$ cat src/rtl/vga_timing_pkg.sv
// Shared timing defaults and table-slice helpers for vga_window_gen.
// Tables pack mode 0 in the least significant slice.
`ifndef VGA_TIMING_PKG_SV
`define VGA_TIMING_PKG_SV

`define VGA_TBL_SLICE(tbl, idx, w) tbl[(w)*int'(idx) +: (w)]

package vga_timing_pkg;

  localparam int CNT_W_DEF   = 12;
  localparam int DLY_W_DEF   = 16;
  localparam int N_MODES_DEF = 4;

  localparam logic [CNT_W_DEF-1:0] PENTAGON_FRAME_W = 12'd896;
  localparam logic [CNT_W_DEF-1:0] PENTAGON_FRAME_H = 12'd640;
  localparam logic [CNT_W_DEF-1:0] PENTAGON_IMG_W   = 12'd720;
  localparam logic [CNT_W_DEF-1:0] PENTAGON_IMG_H   = 12'd576;
  localparam logic [DLY_W_DEF-1:0] PENTAGON_DLY     = 16'd14236;

  localparam logic [CNT_W_DEF-1:0] CLASSIC_FRAME_W  = 12'd896;
  localparam logic [CNT_W_DEF-1:0] CLASSIC_FRAME_H  = 12'd624;
  localparam logic [CNT_W_DEF-1:0] CLASSIC_IMG_W    = 12'd768;
  localparam logic [CNT_W_DEF-1:0] CLASSIC_IMG_H    = 12'd560;
  localparam logic [DLY_W_DEF-1:0] CLASSIC_DLY      = 16'd796;

  localparam logic [CNT_W_DEF-1:0] PROFI_FRAME_W    = 12'd768;
  localparam logic [CNT_W_DEF-1:0] PROFI_FRAME_H    = 12'd624;
  localparam logic [CNT_W_DEF-1:0] PROFI_IMG_W      = 12'd640;
  localparam logic [CNT_W_DEF-1:0] PROFI_IMG_H      = 12'd480;
  localparam logic [DLY_W_DEF-1:0] PROFI_DLY        = 16'd652;

  localparam logic [CNT_W_DEF-1:0] PROFI2_FRAME_W   = 12'd768;
  localparam logic [CNT_W_DEF-1:0] PROFI2_FRAME_H   = 12'd640;
  localparam logic [CNT_W_DEF-1:0] PROFI2_IMG_W     = 12'd640;
  localparam logic [CNT_W_DEF-1:0] PROFI2_IMG_H     = 12'd480;
  localparam logic [DLY_W_DEF-1:0] PROFI2_DLY       = 16'd652;

  localparam logic [N_MODES_DEF*CNT_W_DEF-1:0] FRAME_W_TBL_DEF =
    {PROFI2_FRAME_W, PROFI_FRAME_W, CLASSIC_FRAME_W, PENTAGON_FRAME_W};
  localparam logic [N_MODES_DEF*CNT_W_DEF-1:0] FRAME_H_TBL_DEF =
    {PROFI2_FRAME_H, PROFI_FRAME_H, CLASSIC_FRAME_H, PENTAGON_FRAME_H};
  localparam logic [N_MODES_DEF*CNT_W_DEF-1:0] IMG_W_TBL_DEF =
    {PROFI2_IMG_W, PROFI_IMG_W, CLASSIC_IMG_W, PENTAGON_IMG_W};
  localparam logic [N_MODES_DEF*CNT_W_DEF-1:0] IMG_H_TBL_DEF =
    {PROFI2_IMG_H, PROFI_IMG_H, CLASSIC_IMG_H, PENTAGON_IMG_H};
  localparam logic [N_MODES_DEF*DLY_W_DEF-1:0] START_DLY_TBL_DEF =
    {PROFI2_DLY, PROFI_DLY, CLASSIC_DLY, PENTAGON_DLY};

  // Requests outside the table fall back to mode 0.
  function automatic int sanitize_mode(input int m, input int n_modes);
    return (m >= n_modes) ? 0 : m;
  endfunction

endpackage

`endif

$ cat src/rtl/vga_anchor_delay.sv
// Rising-edge detect on pix_start plus a saturating delay counter; anchor fires
// when the counter equals the selected delay.
module vga_anchor_delay #(
  parameter int DLY_W = 16
) (
  input  logic             clk,
  input  logic             rst_n,
  input  logic             pix_start,
  input  logic [DLY_W-1:0] sel_dly,
  output logic             anchor,
  output logic             saturated
);

  localparam logic [DLY_W-1:0] DLY_SAT = {{(DLY_W-1){1'b1}}, 1'b0};

  logic             prev_q, prev_d;
  logic [DLY_W-1:0] delay_q, delay_d;

  // Latest edge always restarts the count; otherwise count up and park at DLY_SAT.
  always_comb begin
    prev_d  = pix_start;
    delay_d = delay_q;
    if (pix_start && !prev_q) begin
      delay_d = '0;
    end else if (delay_q != DLY_SAT) begin
      delay_d = delay_q + DLY_W'(1);
    end
  end

  always_ff @(posedge clk or negedge rst_n) begin
    if (!rst_n) begin
      prev_q  <= 1'b0;
      delay_q <= DLY_SAT;
    end else begin
      prev_q  <= prev_d;
      delay_q <= delay_d;
    end
  end

  assign anchor    = (delay_q == sel_dly);
  assign saturated = (delay_q == DLY_SAT);

endmodule

$ cat src/rtl/vga_window_gen.sv
// Active-window and blanking generator with per-mode timing table and
// pix_start re-anchoring. Define VGA_WINDOW_LOCK_EN to build the lock detector.
module vga_window_gen
  import vga_timing_pkg::*;
#(
  parameter int N_MODES = N_MODES_DEF,
  parameter int MODE_W  = 2,
  parameter int CNT_W   = CNT_W_DEF,
  parameter int DLY_W   = DLY_W_DEF,
  parameter logic [N_MODES*CNT_W-1:0] FRAME_W_TBL   = FRAME_W_TBL_DEF,
  parameter logic [N_MODES*CNT_W-1:0] FRAME_H_TBL   = FRAME_H_TBL_DEF,
  parameter logic [N_MODES*CNT_W-1:0] IMG_W_TBL     = IMG_W_TBL_DEF,
  parameter logic [N_MODES*CNT_W-1:0] IMG_H_TBL     = IMG_H_TBL_DEF,
  parameter logic [N_MODES*DLY_W-1:0] START_DLY_TBL = START_DLY_TBL_DEF,
  parameter int LOCK_FRAMES = 3
) (
  input  logic              clk,
  input  logic              rst_n,
  input  logic              pix_start,
  input  logic [MODE_W-1:0] mode,
  output logic              blank,
  output logic [CNT_W-1:0]  hcnt,
  output logic [CNT_W-1:0]  vcnt,
  output logic              frame_start,
  output logic              line_start,
  output logic [MODE_W-1:0] mode_cur,
  output logic              synced,
  output logic              locked
);

  logic [CNT_W-1:0]  hcnt_q, hcnt_d;
  logic [CNT_W-1:0]  vcnt_q, vcnt_d;
  logic [MODE_W-1:0] mode_cur_q, mode_cur_d;
  logic              synced_q, synced_d;

  logic [MODE_W-1:0] mode_req;
  logic [CNT_W-1:0]  frame_w, frame_h, img_w, img_h;
  logic [DLY_W-1:0]  sel_dly;
  logic              h_end, v_end, anchor, saturated;

  always_comb begin
    mode_req = MODE_W'(sanitize_mode(int'(mode), N_MODES));
    frame_w  = `VGA_TBL_SLICE(FRAME_W_TBL, mode_cur_q, CNT_W);
    frame_h  = `VGA_TBL_SLICE(FRAME_H_TBL, mode_cur_q, CNT_W);
    img_w    = `VGA_TBL_SLICE(IMG_W_TBL, mode_cur_q, CNT_W);
    img_h    = `VGA_TBL_SLICE(IMG_H_TBL, mode_cur_q, CNT_W);
    sel_dly  = `VGA_TBL_SLICE(START_DLY_TBL, mode_cur_q, DLY_W);
    h_end    = (hcnt_q >= frame_w - CNT_W'(1));
    v_end    = (vcnt_q >= frame_h - CNT_W'(1));
  end

  vga_anchor_delay #(
    .DLY_W (DLY_W)
  ) u_anchor_delay (
    .clk       (clk),
    .rst_n     (rst_n),
    .pix_start (pix_start),
    .sel_dly   (sel_dly),
    .anchor    (anchor),
    .saturated (saturated)
  );

  // Counters hold at zero until the first anchor; >= compares make a switch to a
  // smaller mode wrap at the next opportunity instead of running off the end.
  always_comb begin
    hcnt_d     = hcnt_q;
    vcnt_d     = vcnt_q;
    mode_cur_d = mode_cur_q;
    synced_d   = synced_q;
    if (anchor) begin
      hcnt_d     = '0;
      vcnt_d     = '0;
      mode_cur_d = mode_req;
      synced_d   = 1'b1;
    end else if (synced_q) begin
      if (h_end) begin
        hcnt_d = '0;
        if (v_end) begin
          vcnt_d     = '0;
          mode_cur_d = mode_req;
        end else begin
          vcnt_d = vcnt_q + CNT_W'(1);
        end
      end else begin
        hcnt_d = hcnt_q + CNT_W'(1);
      end
    end
  end

  always_ff @(posedge clk or negedge rst_n) begin
    if (!rst_n) begin
      hcnt_q     <= '0;
      vcnt_q     <= '0;
      mode_cur_q <= '0;
      synced_q   <= 1'b0;
    end else begin
      hcnt_q     <= hcnt_d;
      vcnt_q     <= vcnt_d;
      mode_cur_q <= mode_cur_d;
      synced_q   <= synced_d;
    end
  end

`ifdef VGA_WINDOW_LOCK_EN
  localparam int LK_W = ($clog2(LOCK_FRAMES + 1) > 3) ? $clog2(LOCK_FRAMES + 1) : 3;

  logic [LK_W-1:0] lock_cnt_q, lock_cnt_d;
  logic            locked_q, locked_d;

  // An anchor is aligned when the free-running raster was about to wrap anyway.
  always_comb begin
    lock_cnt_d = lock_cnt_q;
    locked_d   = locked_q;
    if (saturated || (mode_cur_d != mode_cur_q)) begin
      lock_cnt_d = '0;
      locked_d   = 1'b0;
    end else if (anchor) begin
      if (synced_q && h_end && v_end) begin
        if (int'(lock_cnt_q) < LOCK_FRAMES) begin
          lock_cnt_d = lock_cnt_q + LK_W'(1);
        end
        if (int'(lock_cnt_q) + 1 >= LOCK_FRAMES) begin
          locked_d = 1'b1;
        end
      end else begin
        lock_cnt_d = '0;
        locked_d   = 1'b0;
      end
    end
  end

  always_ff @(posedge clk or negedge rst_n) begin
    if (!rst_n) begin
      lock_cnt_q <= '0;
      locked_q   <= 1'b0;
    end else begin
      lock_cnt_q <= lock_cnt_d;
      locked_q   <= locked_d;
    end
  end

  assign locked = locked_q;
`else
  logic unused_lock;
  assign unused_lock = saturated ^ (LOCK_FRAMES < 0);
  assign locked      = 1'b0;
`endif

  assign blank       = !synced_q || (hcnt_q >= img_w) || (vcnt_q >= img_h);
  assign frame_start = synced_q && (hcnt_q == '0) && (vcnt_q == '0);
  assign line_start  = synced_q && (hcnt_q == '0);
  assign hcnt        = hcnt_q;
  assign vcnt        = vcnt_q;
  assign mode_cur    = mode_cur_q;
  assign synced      = synced_q;

endmodule

$ cat config.mk
export PLATFORM = sky130hd
export DESIGN_NAME = vga_window_gen
export DESIGN_NICKNAME = d
export VERILOG_FILES = /design/src/rtl/vga_timing_pkg.sv /design/src/rtl/vga_anchor_delay.sv /design/src/rtl/vga_window_gen.sv
export SDC_FILE = /design/constraint.sdc
export NUM_CORES = 1
export LEC_CHECK = 0
export CELL_PAD_IN_SITES_DETAIL_PLACEMENT = 1
export CELL_PAD_IN_SITES_GLOBAL_PLACEMENT = 2
export CORE_MARGIN = 5
export CORE_UTILIZATION = 37
export DETAILED_ROUTE_END_ITERATION = 16
export HOLD_SLACK_MARGIN = 0.05
export PLACE_DENSITY_LB_ADDON = 0.1
export SLEW_MARGIN = 20
export SYNTH_ARGS = -nofsm -noshare
export SYNTH_HDL_FRONTEND = slang
export SYNTH_SLANG_ARGS = --single-unit
$ cat constraint.sdc
create_clock -name clk -period 4.5 [get_ports clk]
set_input_delay 0.9 -clock clk [delete_from_list [all_inputs] [get_ports clk]]
set_output_delay 0.9 -clock clk [all_outputs]
set_load 0.05 [all_outputs]
==> impl_results.md <==
* Combinational share of power at 7.0%
* Int Pwr at 0.000605 W
* Cts repair resizes at 0
* Synthesized flop and latch total at 44
* Share of layout cells above drive strength 1 at 9.68%
* Worst Path Max Fanout at 7
* Slew @ Worst Pin at 721 ps
* Sw frac at 24.8%
* Pins Over Slew Limit at 0
* N_diodes at 0
* Vias at 2,424
* Area of the multi-input gates at 1620 um^2
* Setup TNS Final at 0 ps
* Final setup viols at 0
* Worst path bufs/invs at 3
* Hold Path Class: register to register
* Final hold slack at 507 ps
* Pwr Density at 237 nW/um^2
* Port buffer count at 34
* Io pins at 36
* Sequential share of power at 54.6%
* Distinct cells, synth at 48
* Critical-path cell list: inv_1 > ha_1 > inv_1 > ha_1 > o21ai_0 > nand2b_1 > a21oi_1 > o21ai_0 > a211o_1 > clkdlybuf4s50_1
* Root Buffer: clkbuf_8
* Avg Inst Size Synth at 9.24 um^2
* GP Congestion at 0.793
* DP HPWL at 5.58 mm
* Final Instance Area at 3390 um^2
* Router iterations before antenna repair at 4
* Required time worst endpoint at 3600 ps
* Post-synth EDFFs at 0
* Critical path's slowest cell: clkdlybuf4s50_1
* Placed Cells at 435
* Post-layout util at 44.5%
* Clock Path Buffers at 2
* Drt first-iter violations at 52
* Final #Nets at 369
* Leading area contributor after synthesis: dfrtp_1
* WL final at 7.69 mm
* Minimum clock period at 4020 ps
* Slew margin rel. at 51.7%
* CTS clk-pin slew, worst paths at 80 ps
* Post-route insts no fill at 443
* Outcome: finished clean
* Dominant synthesized flop cell: dfrtp_1
* Cts bufs inserted at 5
* Post-CTS Setup Bufs at 0
* Antenna-violating nets left at 0
* Leading cell types by total area after synthesis: dfrtp_1, dfstp_2, ha_1, nor2_1, xnor2_1
* Psw at 0.000200 W
* Die Wd at 97.9 um
* Crit. End Element: primary output
* Final period utilization at 89.4%
* Global-route wire length before repair at 13.2 mm
* Cell area after synthesis at 2860 um^2
* Post-synth top cells: nor2_1, dfrtp_1, ha_1
* Maximum vdd drop at 0.159 mV
* CTS tree: yes
* Synthesis-to-finish area growth at 18.6%
* Initial core utilization at 37.5%
* Chip height at 97.9 um
* Post-Syn Instances at 309
* Post-DR vias/cell at 5.47
* Max incr delay on CP at 700 ps
* Critical path's top delay family: buffers and inverters
* Max frequency at 249 MHz
* Pin count of the biggest net entering global routing at 45
* Initial antenna violation count at 0
* Core Area at 7610 um^2
* Placed cell area at 3280 um^2
* Critical path launch point type: register
* Clock latency on the worst-skew pair at 300 ps
* Vias in the first global route at 2,566
* Overflow after GRT at 0
* Fin. Hold Viols at 0
* Synthesis Warnings at 0
* RSZ-0062 raised after global routing: no
* Maximum Capacitance Violations at 0
* Arrival @ worst endpoint at 3120 ps
* Register area at 1120 um^2
* Top-count cell post-synth: nor2_1
* # clock sinks at 44
* LEAKAGE at 1.37 nW
* Post-synth top area share at 25.4%
* Crit Path Category: register to primary output
* Htree depth at 2
* GRT Resource Usage Total at 16.8%
* Row count at 32
* Clk_skew at 5.87 ps
* Clk pwr share at 38.4%
* Fillers at 887
* Asr flop ratio synth at 100%
* Die ar. at 9580 um^2
* Post-synthesis sequential area ratio at 39.2%
* CTS Hold Bufs at 0
* # DRC at 0
* WL/cell at 17.4 um
[layer usage]
layer | up-vias | track usage (%) | wire length (um)
met2 | 31 | 28.0 | 3760
met5 | - | 0 | 0
met1 | 1215 | 22.8 | 3610
met3 | 8 | 2.79 | 237
met4 | 0 | 3.83 | 82
li1 | 1170 | - | -
[worst paths after layout]
path | from | to | slack [ps] | depth (start not counted)
max in group asynchronous | rst_n | vcnt[7]$_DFFE_PN0P_ | 3510 | 1
max reg2reg | mode_cur[1]$_DFFE_PN0P_ | mode_cur[0]$_DFFE_PN0P_ | 1730 | 8
min | u_anchor_delay.delay_q[9]$_DFFE_PN1P_ | u_anchor_delay.delay_q[9]$_DFFE_PN1P_ | 510 | 2
min in group asynchronous | rst_n | synced$_DFFE_PN0N_ | 590 | 1
max | mode_cur[1]$_DFFE_PN0P_ | blank | 480 | 10
min reg2reg | u_anchor_delay.delay_q[9]$_DFFE_PN1P_ | u_anchor_delay.delay_q[9]$_DFFE_PN1P_ | 510 | 2
[kinds of logic (layout without fill, tap and decap cells)]
logic type	Yosys count	count (layout)	synth area share (%)
AO/OA/AOI/OAI	48	48	11.9
XOR/XNOR	25	25	7.67
adder cells (fa/ha/maj)	24	24	10.5
buffers and inverters	30	61	4.42
flip-flops	44	44	39.2
multiplexers	5	5	1.84
other	2	3	0.263
AND/OR/NAND/NOR	131	131	24.2
[worst min-delay path, delay by kind of cell (launching register included)]
| family | cells | cell delay (ps) |
|---|---|---|
| AOI/OAI and AO/OA | 2 | 120 |
| DFF | 1 | 390 |
[stage by stage]
stage | worst slack (ps) | total power [W]
3_5_place_dp | 783 | 0.000505
6_report | 479 | 0.000804
3_3_place_gp | 906 | 0.000502
5_1_grt | 250 | 0.000849
2_1_floorplan | 1240 | 0.000477
4_1_cts | 430 | 0.000819
[cell usage in the layout, fill, tap and decap left out, types with 7 or more instances in the layout]
master           count
inv_1               17
o21ai_0              8
or4_1                7
a21oi_1             17
nor4_1               8
ha_1                24
nor3_1               7
nand3_1             17
dfrtp_1             29
nand2_1             17
nor2_1              40
dfstp_2             15
nand4_1             10
xnor2_1             17
xor2_1               8
clkdlybuf4s50_1     33
[final cells by class]
| class | instances | share of cell area (%) |
|---|---|---|
| inverter | 17 | 1.88 |
| sequential | 44 | 33.1 |
| timing repair buffer | 36 | 10.4 |
| multi-input combinational | 236 | 47.7 |
| tap | 102 | 3.77 |
| clock inverter | 2 | 1.03 |
| clock buffer | 6 | 2.14 |
[sequential cells by signal, summed over array words and instances (netlist names)]
signal / count
hcnt: 12
vcnt: 12
mode_cur: 2
u_anchor_delay.delay_q: 16
synced: 1
u_anchor_delay.prev_q: 1
[power groups by stage]
stage                     clock network [W]  logic (W)  registers [W]
after floorplan                           0  0.0000373       0.000440
after global placement                    0  0.0000561       0.000445
after detailed placement                  0  0.0000581       0.000447
after CTS                          0.000321  0.0000583       0.000440
after global routing               0.000338  0.0000672       0.000444
final                              0.000309  0.0000563       0.000439
No activity file was read; power rests on OpenSTA's default activity.
